===== src/rtl/uart_tx_fifo_if.sv =====
// rtl/uart_tx_fifo_if.sv - producer-side valid/ready handshake into the UART transmit FIFO
interface uart_tx_fifo_if #(
  parameter int DATA_BITS = 8
) ();
  logic [DATA_BITS-1:0] tx_data;
  logic                 tx_valid;
  logic                 tx_ready;

  modport master (output tx_data, output tx_valid, input tx_ready);
  modport slave  (input tx_data, input tx_valid, output tx_ready);
endinterface


===== src/rtl/uart_tx_fifo.sv =====
// rtl/uart_tx_fifo.sv - FIFO-buffered UART transmitter with configurable width, parity and stop bits
module uart_tx_fifo #(
  parameter int CLK_FREQ   = 50000000,
  parameter int BAUD       = 2000000,
  parameter int DATA_BITS  = 8,
  parameter int PARITY     = 0,
  parameter int STOP_BITS  = 1,
  parameter int FIFO_DEPTH = 16
) (
  input  logic                        sys_clk,
  input  logic                        sys_rst_n,
  uart_tx_fifo_if.slave               tx,
  output logic                        uart_txd,
  output logic                        busy,
  output logic                        tx_done,
  output logic [$clog2(FIFO_DEPTH):0] fifo_level
);
  localparam int BPS_CNT = CLK_FREQ / BAUD;
  localparam int CW      = $clog2(BPS_CNT);
  localparam int AW      = $clog2(FIFO_DEPTH);
  localparam int LW      = AW + 1;
  localparam logic [CW-1:0] LAST_CLK  = CW'(BPS_CNT - 1);
  localparam logic [3:0]    LAST_DATA = 4'(DATA_BITS - 1);
  localparam logic [3:0]    LAST_STOP = 4'(STOP_BITS - 1);
  localparam logic [LW-1:0] FULL_LVL  = LW'(FIFO_DEPTH);

  typedef enum logic [2:0] {S_IDLE, S_START, S_DATA, S_PAR, S_STOP} state_t;

  logic [DATA_BITS-1:0] r_mem [FIFO_DEPTH];
  logic [AW-1:0]        r_wptr;
  logic [AW-1:0]        r_rptr;
  logic [LW-1:0]        r_count;

  state_t               r_state;
  logic [CW-1:0]        r_clk_cnt;
  logic [3:0]           r_bit_cnt;
  logic [DATA_BITS-1:0] r_shift;
  logic                 r_par;
  logic                 r_txd;
  logic                 r_busy;
  logic                 r_done;

  logic                 w_full;
  logic                 w_push;
  logic                 w_pop;
  logic                 w_bit_end;
  logic                 w_frame_end;
  logic [DATA_BITS-1:0] w_head;
  logic                 w_head_par;

  // Ready comes only from the registered count, so a same-cycle pop never frees a full FIFO.
  assign w_full      = (r_count == FULL_LVL);
  assign w_push      = tx.tx_valid && !w_full;
  assign w_bit_end   = (r_clk_cnt == LAST_CLK);
  assign w_frame_end = (r_state == S_STOP) && w_bit_end && (r_bit_cnt == LAST_STOP);
  assign w_pop       = (r_count != '0) && ((r_state == S_IDLE) || w_frame_end);
  assign w_head      = r_mem[r_rptr];
  assign w_head_par  = (PARITY == 1) ? ~^w_head : ^w_head;

  assign tx.tx_ready = !w_full;
  assign uart_txd    = r_txd;
  assign busy        = r_busy;
  assign tx_done     = r_done;
  assign fifo_level  = r_count;

  always_ff @(posedge sys_clk) begin
    if (w_push) r_mem[r_wptr] <= tx.tx_data;
  end

  always_ff @(posedge sys_clk or negedge sys_rst_n) begin
    if (!sys_rst_n) begin
      r_wptr  <= '0;
      r_rptr  <= '0;
      r_count <= '0;
    end else begin
      if (w_push) r_wptr <= r_wptr + 1'b1;
      if (w_pop)  r_rptr <= r_rptr + 1'b1;
      case ({w_push, w_pop})
        2'b10:   r_count <= r_count + 1'b1;
        2'b01:   r_count <= r_count - 1'b1;
        default: r_count <= r_count;
      endcase
    end
  end

  always_ff @(posedge sys_clk or negedge sys_rst_n) begin
    if (!sys_rst_n) begin
      r_state   <= S_IDLE;
      r_clk_cnt <= '0;
      r_bit_cnt <= '0;
      r_shift   <= '0;
      r_par     <= 1'b0;
      r_txd     <= 1'b1;
      r_busy    <= 1'b0;
      r_done    <= 1'b0;
    end else begin
      r_done <= 1'b0;
      if (r_state != S_IDLE) r_clk_cnt <= w_bit_end ? '0 : r_clk_cnt + 1'b1;
      case (r_state)
        S_IDLE: begin
          if (w_pop) begin
            r_state <= S_START;
            r_txd   <= 1'b0;
            r_shift <= w_head;
            r_par   <= w_head_par;
            r_busy  <= 1'b1;
          end
        end
        S_START: begin
          if (w_bit_end) begin
            r_state   <= S_DATA;
            r_txd     <= r_shift[0];
            r_shift   <= r_shift >> 1;
            r_bit_cnt <= '0;
          end
        end
        S_DATA: begin
          if (w_bit_end) begin
            if (r_bit_cnt == LAST_DATA) begin
              r_bit_cnt <= '0;
              if (PARITY != 0) begin
                r_state <= S_PAR;
                r_txd   <= r_par;
              end else begin
                r_state <= S_STOP;
                r_txd   <= 1'b1;
              end
            end else begin
              r_bit_cnt <= r_bit_cnt + 1'b1;
              r_txd     <= r_shift[0];
              r_shift   <= r_shift >> 1;
            end
          end
        end
        S_PAR: begin
          if (w_bit_end) begin
            r_state <= S_STOP;
            r_txd   <= 1'b1;
          end
        end
        S_STOP: begin
          if (w_bit_end) begin
            if (r_bit_cnt == LAST_STOP) begin
              r_done    <= 1'b1;
              r_bit_cnt <= '0;
              // Chain straight into the next start bit when more data is waiting.
              if (w_pop) begin
                r_state <= S_START;
                r_txd   <= 1'b0;
                r_shift <= w_head;
                r_par   <= w_head_par;
              end else begin
                r_state <= S_IDLE;
                r_busy  <= 1'b0;
              end
            end else begin
              r_bit_cnt <= r_bit_cnt + 1'b1;
            end
          end
        end
        default: r_state <= S_IDLE;
      endcase
    end
  end
endmodule


===== src/flat_wrapper.sv =====
// flat-port wrapper written by rule: the top's interface ports become plain ports
module uart_tx_fifo_flat 
#(
  parameter int CLK_FREQ   = 50000000,
  parameter int BAUD       = 2000000,
  parameter int DATA_BITS  = 8,
  parameter int PARITY     = 0,
  parameter int STOP_BITS  = 1,
  parameter int FIFO_DEPTH = 16
)
  (sys_clk, sys_rst_n, uart_txd, busy, tx_done, fifo_level, tx_tx_data, tx_tx_valid, tx_tx_ready);
  uart_tx_fifo_if #(.DATA_BITS(DATA_BITS)) tx_i ();
  input  logic sys_clk;
  input  logic sys_rst_n;
  output logic uart_txd;
  output logic busy;
  output logic tx_done;
  output logic [$clog2(FIFO_DEPTH):0] fifo_level;
  input wire logic [$bits(tx_i.tx_data)-1:0] tx_tx_data;
  input wire logic [$bits(tx_i.tx_valid)-1:0] tx_tx_valid;
  output wire logic [$bits(tx_i.tx_ready)-1:0] tx_tx_ready;
  assign tx_i.tx_data = tx_tx_data;
  assign tx_i.tx_valid = tx_tx_valid;
  assign tx_tx_ready = tx_i.tx_ready;
  uart_tx_fifo #(.CLK_FREQ(CLK_FREQ), .BAUD(BAUD), .DATA_BITS(DATA_BITS), .PARITY(PARITY), .STOP_BITS(STOP_BITS), .FIFO_DEPTH(FIFO_DEPTH)) u_core (.sys_clk(sys_clk), .sys_rst_n(sys_rst_n), .tx(tx_i), .uart_txd(uart_txd), .busy(busy), .tx_done(tx_done), .fifo_level(fifo_level));
endmodule

===== config.mk =====
export PLATFORM = sky130hd
export DESIGN_NAME = uart_tx_fifo_flat
export DESIGN_NICKNAME = d
export VERILOG_FILES = /design/src/rtl/uart_tx_fifo_if.sv /design/src/rtl/uart_tx_fifo.sv /design/src/flat_wrapper.sv
export SDC_FILE = /design/constraint.sdc
export NUM_CORES = 1
export LEC_CHECK = 0
export CORE_MARGIN = 1.5
export CORE_UTILIZATION = 60
export DETAILED_ROUTE_END_ITERATION = 8
export HOLD_SLACK_MARGIN = 0.08
export PLACE_DENSITY = 0.78
export SLEW_MARGIN = 0
export SYNTH_ARGS = -nofsm -noshare
export SYNTH_HDL_FRONTEND = slang
export SYNTH_SLANG_ARGS = --single-unit

===== constraint.sdc =====
create_clock -name sys_clk -period 3.6 [get_ports sys_clk]
set_input_delay 0.54 -clock sys_clk [delete_from_list [all_inputs] [get_ports sys_clk]]
set_output_delay 0.54 -clock sys_clk [all_outputs]
set_load 0.02 [all_outputs]

* After elaboration in Yosys (flattened, before gate mapping)
Memories as Yosys holds them, arrays and structs flattened.
Index checks and enable logic that the tools add are counted.
** Storage, ports and cells
- Memories kept :: 1
- Memory bits (writable) :: 128
- Register bits after elaboration :: 36
- Word-level logic and storage cells :: 97
- Output and inout bits :: 9
- Input bits :: 11
** Operators by class
- Eq/ne operators :: 18
- Reductions and logical operators :: 20
- Mux-type cells :: 42
- Add/sub/neg operators :: 6
** Memory list
- u_core.r_mem :: words 16, width 8, read ports 1, clocked after memory_dff 0, write ports 1, RTL line uart_tx_fifo.sv:29 : logic [DATA_BITS-1:0] r_mem [FIFO_DEPTH];
** Operator list (number)
- $mux 8 :: 6
- $pmux 8 s4 :: 1
- $mux 3 :: 7
- $mux 4 :: 5
- $mux 1 :: 17
- $pmux 3 s5 :: 1
- $add 4x1->4 const B :: 3
- $ne 2x1->1 const B :: 6
- $pmux 4 s3 :: 1
- $reduce_and 6->1 :: 2
- $add 5x1->5 const B :: 2
- $eq 5x5->1 const B :: 2
- $pmux 5 s2 :: 1
- $reduce_bool 5->1 :: 2
- $reduce_and 7->1 :: 1
- $eq 3x2->1 const B :: 2
- $ne 2x2->1 const B :: 3
- $reduce_bool 3->1 :: 2
- $mux 5 :: 1
- $pmux 1 s5 :: 1
- $reduce_and 5->1 :: 1
- $sub 5x1->5 const B :: 1
- $eq 4x3->1 const B :: 1
- $logic_and 1x1->1 :: 4
- other kinds (12) :: 13

* Depth between registers and ports, before layout
Gate-level depths: netlist (run 1).
- Word-level depth :: 9
- Mapped depth :: 16
- Mapped depth without buffers :: 14

* Worst setup path before layout (run 1)
Ideal clock, no wire load.
- Path type :: register to register
- Start :: reg u_core.r_count[1] (netlist: u_core.fifo_level[1])
- End :: reg u_core.r_count[4] (netlist: u_core.fifo_level[4])
- Arrival :: 3.084 ns
- Path slack :: 0.437 ns
- Setup time :: 0.080 ns
- Stages on the path, launching flop included :: 16
- Data required time :: 3.520 ns
- Buffers on the path :: 3
- Clock period less this slack :: 3.163 ns
- Cells stage by stage :: dfrtp_1 -> clkbuf_1 -> nor4_1 -> nand2_1 -> and2_1 -> clkbuf_1 -> inv_1 -> ha_1 -> clkbuf_1 -> xor2_1 -> ha_1 -> nor2b_1 -> a22oi_1 -> o32a_1 -> nor2_1 -> xor2_1
** On the way
- Word-level cells in the longest chain between the ends :: 5
- Elaborated cells between the ends (all ways) :: 11
- Those cells by class :: add/sub (2); eq/ne (3); mux (1); reduce/logical (5)
** Ends and longest elaborated chain
- start: declaration :: RTL line uart_tx_fifo.sv:32 : logic [LW-1:0] r_count;
- start signal: assignment :: RTL line uart_tx_fifo.sv:79 : 2'b10: r_count <= r_count + 1'b1;
- start signal: assignment :: RTL line uart_tx_fifo.sv:80 : 2'b01: r_count <= r_count - 1'b1;
- start signal: assignment :: RTL line uart_tx_fifo.sv:81 : default: r_count <= r_count;
- $eq 5x5->1 (*) :: RTL line uart_tx_fifo.sv:52 : assign w_full = (r_count == FULL_LVL);
- $logic_not 1->1 (*)
- net tx_tx_ready :: RTL line flat_wrapper.sv:21 : output wire logic [$bits(tx_i.tx_ready)-1:0] tx_tx_ready;
- $logic_and 1x1->1 (*) :: RTL line uart_tx_fifo.sv:53 : assign w_push = tx.tx_valid && !w_full;
- $eq 2x1->1 / $eq 2x2->1 (equally long branches) :: RTL line uart_tx_fifo.sv:78 : case ({w_push, w_pop})
- $pmux 5 s2 / $reduce_bool 2->1 (equally long branches)
The timed path passes the listed nets; every way through them passes the cells marked *.
A chain may end at the register's enable or synchronous reset.

* Worst setup path after layout (run 1)
- Start :: reg u_core.r_bit_cnt[0]
- End :: reg u_core.r_count[4] (netlist: u_core.fifo_level[4])
** On the way
- Word-level cells in the longest chain between the ends :: 6
- Elaborated cells between the ends (all ways) :: 8
- Those cells by class :: eq/ne (2); mux (1); reduce/logical (5)
** Ends and longest elaborated chain
- start: declaration :: RTL line uart_tx_fifo.sv:36 : logic [3:0] r_bit_cnt;
- start signal: assignment :: RTL line uart_tx_fifo.sv:129 : r_bit_cnt <= r_bit_cnt + 1'b1;
- start signal: assignment :: RTL line uart_tx_fifo.sv:157 : r_bit_cnt <= r_bit_cnt + 1'b1;
- $logic_not 4->1 (*) :: RTL line uart_tx_fifo.sv:55 : assign w_frame_end = (r_state == S_STOP) && w_bit_end && (r_bit_cnt == LAST_STOP);
- $logic_and 1x1->1 (*) :: RTL line uart_tx_fifo.sv:55
- $logic_or 1x1->1 (*) :: RTL line uart_tx_fifo.sv:56 : assign w_pop = (r_count != '0) && ((r_state == S_IDLE) || w_frame_end);
- $logic_and 1x1->1 (*) :: RTL line uart_tx_fifo.sv:56
- net u_core.w_pop :: RTL line uart_tx_fifo.sv:45 : logic w_pop;
- $eq 2x1->1 / $eq 2x2->1 (equally long branches) :: RTL line uart_tx_fifo.sv:78
- $pmux 5 s2 / $reduce_bool 2->1 (equally long branches)
Marks and branches as above.

==> impl_metrics.csv, run 1 <==
group,metric,value,unit
run_status,status,"finished, final reports clean",
floorplan,ios,20,
synthesis,yosysMostFrequentCell,"edfxtp_1",
grt,antenna_found_initial,0,
critical_path,endpoint_kind,"flop",
routing,first_pass_iters,4,
synthesis,synth_area,7060,um^2
synthesis,synth-seq-cells,164,
routing,drc_errors,0,
synthesis,syn-instance-count,438,
timing,final_max_slew_viol_count,0,
routing,postRouteAntennaNets,0,
routing,dr.first_iter.drc_count,374,
routing,wl_per_cell,21.6,um
grt,globalRouteOverflowTotal,0,
floorplan,row_count,39,
synthesis,yosysUniqueCellTypes,51,
clock_network,clk_path_buf_depth,2,
floorplan,core-area,11500,um^2
synthesis,synth_commonest_cells,"128 x edfxtp_1, 35 x dfrtp_1, 32 x nand2_1",
layout,layout-drive-gt1-share,0.149,
floorplan,die_y,111,um
synthesis,synth_nets,461,
routing,viasPerCell,6.16,
synthesis,netlist_top_cells_area,"edfxtp_1 54%, dfrtp_1 12%, mux4_1 8.2%, mux2_2 2.6%, mux2i_1 2.3%",
floorplan,die_area,12400,um^2
synthesis,yosys.area.top_type_share,0.545,
synthesis,yosysSeqAreaShare,0.673,
placement,postPlaceCellArea,7370,um^2
clock_network,cts_num_sinks,164,
clock_network,cts_made_buffers,17,
critical_path,worstSetupPathType,"reg -> reg",
synthesis,synthFlopType,"edfxtp_1",
synthesis,synth-edff-count,128,
clock_network,cts-root-buf,"clkbuf_16",
critical_path,crit_required,3.95,ns
timing,setup_viol,0,
timing,clock-skew-final,0.0101,ns
power_and_ir_drop,power.density,790,nW/um^2
worst_hold_path,hold_class,"in -> async",
layout,n_fill_cell,753,
power_and_ir_drop,power_leakage,2.85,nW
timing,post-route-period-util,0.924,
synthesis,avgSynthCellArea,16.1,um^2
timing,fin_hold_ws,0.205,ns
flow_run,maxCapViolations,0,
grt,grt_pass1_vias,3918,
timing,finalCriticalPeriod,3.33,ns
placement,portBuffers,19,
floorplan,die_w,111,um
layout,design_area,7940,um^2
synthesis,synthArstFlopShare,0.220,
layout,final_cell_count_no_fill,621,
timing,fmax,301,MHz
timing,relSlewSlack,0.388,
layout,syn2layout_area_growth,12.5,%
layout,antenna_cells,0,
synthesis,ys_warn_count,0,
critical_path,critPathArrivalTime,3.67,ns
grt,grt_max_degree,37,
power_and_ir_drop,max-vdd-ir-drop,0.545,mV
placement,dp_cells,590,
timing,worst_slew_pin_slew,0.918,ns
timing,finalHoldViolCount,0,
grt,grt_pass1_wl,21500,um
timing,finalSetupTns,0,ns
critical_path,start_kind,"flop",
clock_network,insertion_delay,0.43,ns
routing,num_vias,3825,
placement,dpl.hpwl,8580,um
placement,gp_congestion,0.821,
synthesis,yosysTopAreaCell,"edfxtp_1",
clock_network,htree_levels,4,
routing,drt-total-wl,13400,um
clock_network,cts_tree,"built",
layout,nets,489,
grt,grt.total_usage,0.237,
critical_path,crit_fanout,7,
clock_network,clk_pin_slew,0.07,ns
floorplan,start_util,0.615,
[worst max-delay path: stages, from the launching register on]
cell      delay (ns)
dfrtp_1         0.42
inv_1           0.07
ha_1            0.14
or3b_1          0.40
nor2_2          0.21
o211ai_1        0.18
inv_1           0.24
ha_2            0.30
xor2_1          0.17
ha_1            0.22
nor2b_1         0.22
a22oi_1         0.12
o32a_1          0.29
nor2_1          0.13
xor2_1          0.15
[state kept, by name, summed over array words and instances (netlist names)]
| register | cells |
|---|---|
| u_core.fifo_level | 5 |
| u_core.uart_txd | 1 |
| u_core.r_mem | 128 |
| u_core.r_shift | 8 |
| u_core.r_bit_cnt | 4 |
| u_core.r_wptr | 4 |
| u_core.busy | 1 |
| u_core.r_rptr | 4 |
| u_core.tx_done | 1 |
| u_core.r_state | 3 |
| u_core.r_clk_cnt | 5 |
[stage by stage]
stage	setup slack (ns)	power [mW]	utilization
finish	0.275	6.27	0.692
global route	-0.0378	6.59	0.692
CTS	0.257	6.31	0.692
detailed placement	0.284	4.56	0.642
global placement	0.466	4.47	0.642
floorplan	0.437	4.08	-
[report_power, final]
part / switching [mW] / internal [mW]
clock: 0.763 / 0.967
combinational: 0.885 / 0.883
sequential: 0.407 / 2.37
[path summary, 6_finish.rpt]
kind                                     start              endpoint  depth (start not counted)  slack [ns]
min in group sys_clk         u_core.r_shift[5]     u_core.r_shift[5]                          1        0.52
max                        u_core.r_bit_cnt[0]  u_core.fifo_level[4]                         14        0.27
min                                  sys_rst_n   u_core.r_bit_cnt[3]                          1        0.21
max in group asynchronous            sys_rst_n      u_core.r_rptr[0]                          1        2.84
min reg2reg                  u_core.r_shift[5]     u_core.r_shift[5]                          1        0.52
max reg2reg                u_core.r_bit_cnt[0]  u_core.fifo_level[4]                         14        0.27
[cell type report]
class                           count  area (um^2)  area share
Tap cell                          143          179      0.0225
Clock inverter                     14          141      0.0178
Inverter                           11         41.3     0.00520
Clock buffer                       17          425      0.0536
Timing Repair Buffer               31          275      0.0347
Multi-Input combinational cell    241         2130       0.268
Sequential cell                   164         4750       0.598
[layer usage]
layer,wire (um),up-vias,global-route usage
met5,0,-,0
li1,-,1760,-
met3,703,20,0.0604
met2,6950,107,0.394
met1,5480,1938,0.303
met4,300,0,0.0920
[placed cells by master, fill, tap and decap left out, drive strengths merged, types with 2 or more instances in the layout]
master,n
a22o,2
ha,12
clkbuf,17
xor2,6
nor4,2
o21ai,20
xnor2,7
clkinv,4
nand4,2
inv,18
clkdlybuf4s50,18
nor3,9
nand2b,4
mux2,16
nor2,30
mux2i,16
nand2,32
nand3b,3
a21oi,6
a211oi,2
clkinvlp,2
nor2b,4
dfrtp,35
o211ai,2
buf,13
a31o,2
nand3,6
mux4,26
edfxtp,128
a221oi,7
a31oi,9
a211o,2
[what timing repair did]
item / CTS / global route
setup endpoints to repair: 0 / 1
hold buffers: 0 / 0
buffers inserted: 0 / 0
resized for setup: 0 / 1
[cell families (layout without fill, tap and decap cells)]
logic type | count (synthesis) | after routing | share of synthesized area
fa+ha+maj | 12 | 12 | 0.0213
buf+inv | 33 | 73 | 0.0264
mux | 58 | 58 | 0.143
xor+xnor | 13 | 13 | 0.0161
flops | 164 | 164 | 0.673
simple gates | 99 | 99 | 0.0658
compound gates | 59 | 59 | 0.0550
Power figures use the tool's default switching activity.
==> inputs of run 2 (changes only) <==
--- a/config.mk
+++ b/config.mk
@@ -10,6 +10,7 @@
 export DETAILED_ROUTE_END_ITERATION = 8
 export HOLD_SLACK_MARGIN = 0.08
 export PLACE_DENSITY = 0.78
+export REMOVE_ABC_BUFFERS = 1
 export SLEW_MARGIN = 0
 export SYNTH_ARGS = -nofsm -noshare
 export SYNTH_HDL_FRONTEND = slang
==> impl_metrics.csv, run 2 (synthesis gave the netlist of run 1 again) <==
group,metric,value,unit
critical_path,endpoint_kind,"flop",
timing,post-route-period-util,0.916,
power_and_ir_drop,max-vdd-ir-drop,0.589,mV
floorplan,start_util,0.615,
grt,antenna_found_initial,0,
layout,top_register,"u_core.r_mem",
power_and_ir_drop,power_leakage,2.83,nW
routing,drc_errors,0,
clock_network,cts_made_buffers,17,
floorplan,die_y,111,um
routing,first_pass_iters,5,
floorplan,die_area,12400,um^2
layout,syn2layout_area_growth,12.1,%
critical_path,crit_buf_inv,2,
floorplan,die_w,111,um
timing,grt_setup_unrepaired,"no",
critical_path,slowest_delay,0.42,ns
worst_hold_path,hold_class,"in -> async",
clock_network,insertion_delay,0.43,ns
grt,grt_pass1_wl,20900,um
routing,postRouteAntennaNets,0,
layout,design_area,7910,um^2
layout,nets,486,
clock_network,cts-root-buf,"clkbuf_16",
timing,finalHoldViolCount,0,
floorplan,core-area,11500,um^2
flow_run,maxCapViolations,0,
layout,reg.largest.list,"u_core.r_mem x128, u_core.r_shift x8",
clock_network,htree_levels,4,
clock_network,cts_num_sinks,164,
timing,finalCriticalPeriod,3.30,ns
routing,wl_met2,6590,um
timing,setup_viol,0,
critical_path,crit_fanout,7,
routing,highest_layer,"met4",
layout,antenna_cells,0,
grt,globalRouteOverflowTotal,0,
floorplan,row_count,39,
placement,gp_congestion,0.809,
floorplan,ios,20,
clock_network,cts_tree,"built",
critical_path,critPathArrivalTime,3.65,ns
run_status,status,"finished, final reports clean",
clock_network,clk_path_buf_depth,2,
routing,wl_met1,5620,um
layout,final_common_cell,"edfxtp_1",
placement,postPlaceCellArea,7340,um^2
timing,worst_slack,0.302,ns
timing,clock-skew-final,0.00696,ns
routing,drt-total-wl,12900,um
routing,viasPerCell,6.13,
critical_path,crit_required,3.95,ns
routing,num_vias,3796,
placement,place_ws,0.289,ns
timing,relSlewSlack,0.354,
routing,route.met3.wl,570,um
layout,layout-drive-gt1-share,0.145,
clock_network,ctsHoldBuffers,0,
critical_path,start_kind,"flop",
layout,mostFrequentLayoutCells,"128 x edfxtp_1, 34 x dfrtp_1, 32 x nand2_1",
critical_path,crit_family,"simple AND/OR/NAND/NOR gates",
timing,fmax,303,MHz
timing,final_max_slew_viol_count,0,
critical_path,worstSetupPathType,"reg -> reg",
layout,largest_reg_flops,128,
critical_path,cp_slowest_cell,"dfrtp_1",
placement,dpl.hpwl,8180,um
timing,fin_hold_ws,0.202,ns
routing,dr.first_iter.drc_count,336,
grt,grt_max_degree,37,
power_and_ir_drop,power.density,785,nW/um^2
timing,finalSetupTns,0,ns
timing,worst_slew_pin_slew,0.968,ns
grt,grt_pass1_vias,3892,
routing,wl_per_cell,20.9,um
critical_path,crit_path_cell_trace,"inv_1 -> ha_1 -> or3b_1 -> nor2_2 -> o211ai_1 -> inv_1 -> ha_2 -> xor2_1 -> ha_1 -> nor2b_1 -> a22oi_1 -> o32a_1 -> nor2_1 -> xor2_1",
layout,fin_util,0.690,
placement,portBuffers,19,
grt,grt.total_usage,0.225,
clock_network,clk_pin_slew,0.06,ns
-- run 2: cell types whose count changed in the layout (fill, tap and decap cells not counted) --
cell	delta
bufinv_16	-1
clkinv_4	-2
inv_8	+3
buf_4	-3
clkinvlp_4	+1
-- run 2: per-layer routing --
metal | vias to the layer above | GRT usage
met2 | 108 | 0.378
met3 | 12 | 0.0533
met1 | 1919 | 0.291
met5 | - | 0
met4 | 0 | 0.0785
li1 | 1757 | -
-- run 2: layout make-up --
class | instances | area (um^2)
Inverter | 11 | 41.3
Clock inverter | 15 | 135
Tap cell | 143 | 179
Fill cell | 689 | 3560
Sequential cell | 164 | 4750
Timing Repair Buffer | 28 | 253
Multi-Input combinational cell | 241 | 2130
Clock buffer | 17 | 425
-- run 2: path summary, 6_finish.rpt --
kind,start,endpoint,slack (ns),cells past startpoint
setup / recovery,u_core.r_bit_cnt[0],u_core.fifo_level[4],0.30,14
hold / removal,sys_rst_n,u_core.r_clk_cnt[4],0.20,1
setup reg to reg,u_core.r_bit_cnt[0],u_core.fifo_level[4],0.30,14
hold reg to reg,u_core.r_shift[6],u_core.r_shift[6],0.51,1
max in group asynchronous,sys_rst_n,u_core.r_rptr[0],2.84,1
min in group sys_clk,u_core.r_shift[6],u_core.r_shift[6],0.51,1
-- run 2: what timing repair did --
action	in CTS	in global routing
endpoints found under the hold margin	0	0
gates resized for setup	0	1
endpoints found under the setup margin	0	1
buffers inserted	0	0
-- run 2: power breakdown --
| group | switching [mW] | total, mW | internal, mW |
|---|---|---|---|
| clock network | 0.802 | 1.72 | 0.914 |
| logic | 0.847 | 1.72 | 0.871 |
| registers | 0.403 | 2.77 | 2.37 |
-- run 2: worst register-to-register path: stages (launching register included) --
cell,delay [ns]
dfrtp_1,0.42
inv_1,0.07
ha_1,0.13
or3b_1,0.41
nor2_2,0.21
o211ai_1,0.19
inv_1,0.25
ha_2,0.31
xor2_1,0.18
ha_1,0.21
nor2b_1,0.19
a22oi_1,0.11
o32a_1,0.29
nor2_1,0.11
xor2_1,0.15
-- run 2: through the flow --
| step | cells | total power [mW] |
|---|---|---|
| finish | 619 | 6.20 |
| global route | 619 | 6.53 |
| CTS | 619 | 6.23 |
| detailed placement | 587 | 4.51 |
| global placement | 587 | 4.43 |
| floorplan | 416 | 3.95 |
==> inputs of run 3 (changes only) <==
--- a/config.mk
+++ b/config.mk
@@ -5,6 +5,7 @@
 export SDC_FILE = /design/constraint.sdc
 export NUM_CORES = 1
 export LEC_CHECK = 0
+export ABC_AREA = 1
 export CORE_MARGIN = 1.5
 export CORE_UTILIZATION = 60
 export DETAILED_ROUTE_END_ITERATION = 8
==> impl_metrics.csv, run 3 <==
group,metric,value,unit
floorplan,die_area,12800,um^2
clock_network,cts_made_buffers,17,
floorplan,core-area,11600,um^2
grt,antenna_found_initial,0,
layout,seqCellArea,4750,um^2
synthesis,avgSynthCellArea,10.1,um^2
timing,worst_slew_pin_slew,1.05,ns
layout,top_register,"u_core.r_mem",
synthesis,ys_warn_count,0,
critical_path,worstSetupPathType,"reg -> reg",
clock_network,cts_tree,"built",
power_and_ir_drop,finalPower,4.78,mW
layout,n_fill_cell,806,
timing,fmax,320,MHz
grt,globalRouteOverflowTotal,0,
timing,final_max_slew_viol_count,0,
grt,use_met2,0.427,
layout,mostFrequentLayoutCells,"192 x nand2_1, 128 x edfxtp_1, 101 x nor2_1",
power_and_ir_drop,pwr-share-clk,0.405,
grt,grt_pass1_wl,25400,um
grt,use_met3,0.0595,
synthesis,synthArstFlopShare,0.220,
routing,drt-total-wl,15500,um
placement,portBuffers,19,
critical_path,start_kind,"flop",
layout,multi_input_area,2190,um^2
critical_path,endpoint_kind,"flop",
routing,drc_errors,0,
layout,syn2layout_area_growth,12.6,%
synthesis,yosysTopAreaCell,"edfxtp_1",
grt,grt_pass1_vias,4975,
power_and_ir_drop,switchingPower,1.17,mW
power_and_ir_drop,power_leakage,3.23,nW
clock_network,postCtsSetupBuffers,0,
routing,wl_per_cell,17.4,um
timing,post-route-period-util,0.869,
synthesis,syn-instance-count,716,
synthesis,synth-edff-count,128,
routing,num_vias,5103,
timing,grt_setup_unrepaired,"no",
timing,finalSetupTns,0,ns
layout,reg.largest.list,"u_core.r_mem x128, u_core.r_shift x8",
placement,dpl.hpwl,9540,um
flow_run,maxCapViolations,0,
grt,grt_use_met1,0.368,
clock_network,cts_num_sinks,164,
critical_path,crit_fanout,8,
power_and_ir_drop,max-vdd-ir-drop,0.464,mV
critical_path,crit_required,3.92,ns
worst_hold_path,hold_class,"in -> async",
timing,clock-skew-final,0.00701,ns
layout,largest_reg_flops,128,
floorplan,ios,20,
power_and_ir_drop,internal_power,3.62,mW
floorplan,die_w,113,um
routing,postRouteAntennaNets,0,
clock_network,htree_levels,4,
floorplan,row_count,39,
grt,grt_max_degree,68,
critical_path,slowest_delay,0.40,ns
synthesis,synth_commonest_cells,"192 x nand2_1, 128 x edfxtp_1, 101 x nor2_1",
layout,nets,755,
synthesis,yosysSeqAreaShare,0.654,
critical_path,cp_slowest_cell,"dfrtp_1",
critical_path,critPathLaunch,"u_core.r_clk_cnt[0]",
clock_network,clk_path_buf_depth,2,
placement,place_ws,0.510,ns
placement,gp_congestion,0.844,
synthesis,yosys.area.top_type_share,0.530,
grt,top_usage_layer,"met2",
critical_path,crit_path_cell_trace,"inv_1 -> ha_1 -> inv_1 -> nor2_1 -> nand2_2 -> nor2_1 -> nand3_1 -> nand2_2 -> ha_1 -> xor2_1 -> ha_1 -> a21oi_1 -> or2_2 -> o21ai_0 -> nand3_1 -> nand2_1 -> nand2_1",
clock_network,ctsHoldBuffers,0,
power_and_ir_drop,combPwrFrac,0.108,
grt,grt.total_usage,0.266,
run_status,status,"finished, final reports clean",
synthesis,synthFlopType,"edfxtp_1",
layout,antenna_cells,0,
clock_network,cts-root-buf,"clkbuf_16",
clock_network,cts_resized,0,
timing,relSlewSlack,0.297,
synthesis,synth-seq-cells,164,
layout,final_common_cell,"nand2_1",
timing,finalHoldViolCount,0,
critical_path,crit_top_cell,"ha_1",
synthesis,synth_area,7260,um^2
timing,setup_viol,0,
routing,first_pass_iters,5,
power_and_ir_drop,power.density,586,nW/um^2
timing,finalCriticalPeriod,3.13,ns
power_and_ir_drop,seqPwrFrac,0.487,
routing,dr.first_iter.drc_count,512,
floorplan,die_y,113,um
routing,viasPerCell,5.75,
synthesis,netlist_top_cells_area,"edfxtp_1 53%, dfrtp_1 12%, nand2_1 9.9%, nand3_1 5.7%, nor2_1 5.2%",
clock_network,clk_pin_slew,0.06,ns
timing,worst_slack,0.472,ns
layout,layout-drive-gt1-share,0.0765,
critical_path,r2r-start,"u_core.r_clk_cnt[0]",
synthesis,yosysMostFrequentCell,"nand2_1",
power_and_ir_drop,swShare,0.244,
clock_network,insertion_delay,0.43,ns
critical_path,critPathArrivalTime,3.45,ns
synthesis,yosysUniqueCellTypes,35,
floorplan,start_util,0.625,
==> run 3: cell count changes in the layout (fill, tap and decap cells not counted), moves of 8 or more <==
| cell | change |
|---|---|
| a31oi_1 | -9 |
| nor3_1 | -8 |
| mux4_1 | -22 |
| nor2_1 | +72 |
| nand3_1 | +76 |
| nand2_1 | +160 |
| mux2_2 | -16 |
| o21ai_0 | +22 |
| mux2i_1 | -16 |
| inv_1 | +35 |
==> run 3: critical path: cells and delay by family (launching register included) <==
family                   cells  cell delay (ns)
AND/OR/NAND/NOR              9             1.31
AO/OA/AOI/OAI                2             0.27
buffers and inverters        2             0.15
flip-flops                   1             0.40
XOR/XNOR                     1             0.24
adder cells (fa/ha/maj)      3             0.65
==> run 3: area by class of cell <==
cell class / instances / area share
flip-flops and latches: 164 / 0.581
multi-input cells: 472 / 0.268
clock buffers: 20 / 0.0571
repair buffers: 22 / 0.0254
inverters: 55 / 0.0253
well taps: 143 / 0.0219
clock inverters: 12 / 0.0216
==> run 3: final timing paths <==
| kind | end | slack [ns] | depth (start not counted) |
|---|---|---|---|
| worst max register to register | u_core.fifo_level[4] | 0.47 | 17 |
| worst max-delay path | u_core.fifo_level[4] | 0.47 | 17 |
| min in group sys_clk | u_core.r_shift[5] | 0.48 | 2 |
| worst min register to register | u_core.r_shift[5] | 0.48 | 2 |
| worst min-delay path | u_core.r_shift[6] | 0.21 | 1 |
| max in group asynchronous | u_core.r_rptr[0] | 2.78 | 1 |
==> run 3: cell families after synthesis <==
kind of cell,share of synthesized area
compound gates,0.0409
xor+xnor,0.0121
fa+ha+maj,0.0207
buf+inv,0.0446
flops,0.654
simple gates,0.228
==> run 3: metal layers <==
metal,vias to the layer above,wire [um],part of all wire
met2,236,7590,0.49
met4,0,223,0.014
met5,-,0,0
met1,2419,6530,0.42
li1,2425,-,-
met3,23,1150,0.074
==> run 3: power groups by stage <==
stage	Clock (mW)	Combinational (mW)	Sequential, mW
global route	2.03	0.566	2.35
CTS	1.95	0.512	2.33
detailed placement	0	0.508	2.37
floorplan	0	0.282	2.38
finish	1.94	0.515	2.33
global placement	0	0.483	2.36
==> run 3: per-stage QoR <==
stage / instance area, um^2 / hold WS, ns / utilization / std cells
floorplan: 7140 / 0.244 / - / 691
global placement: 7530 / 0.464 / 0.648 / 856
detailed placement: 7530 / 0.471 / 0.648 / 856
CTS: 8170 / 0.239 / 0.704 / 888
global route: 8170 / 0.283 / 0.704 / 888
finish: 8170 / 0.213 / 0.704 / 888
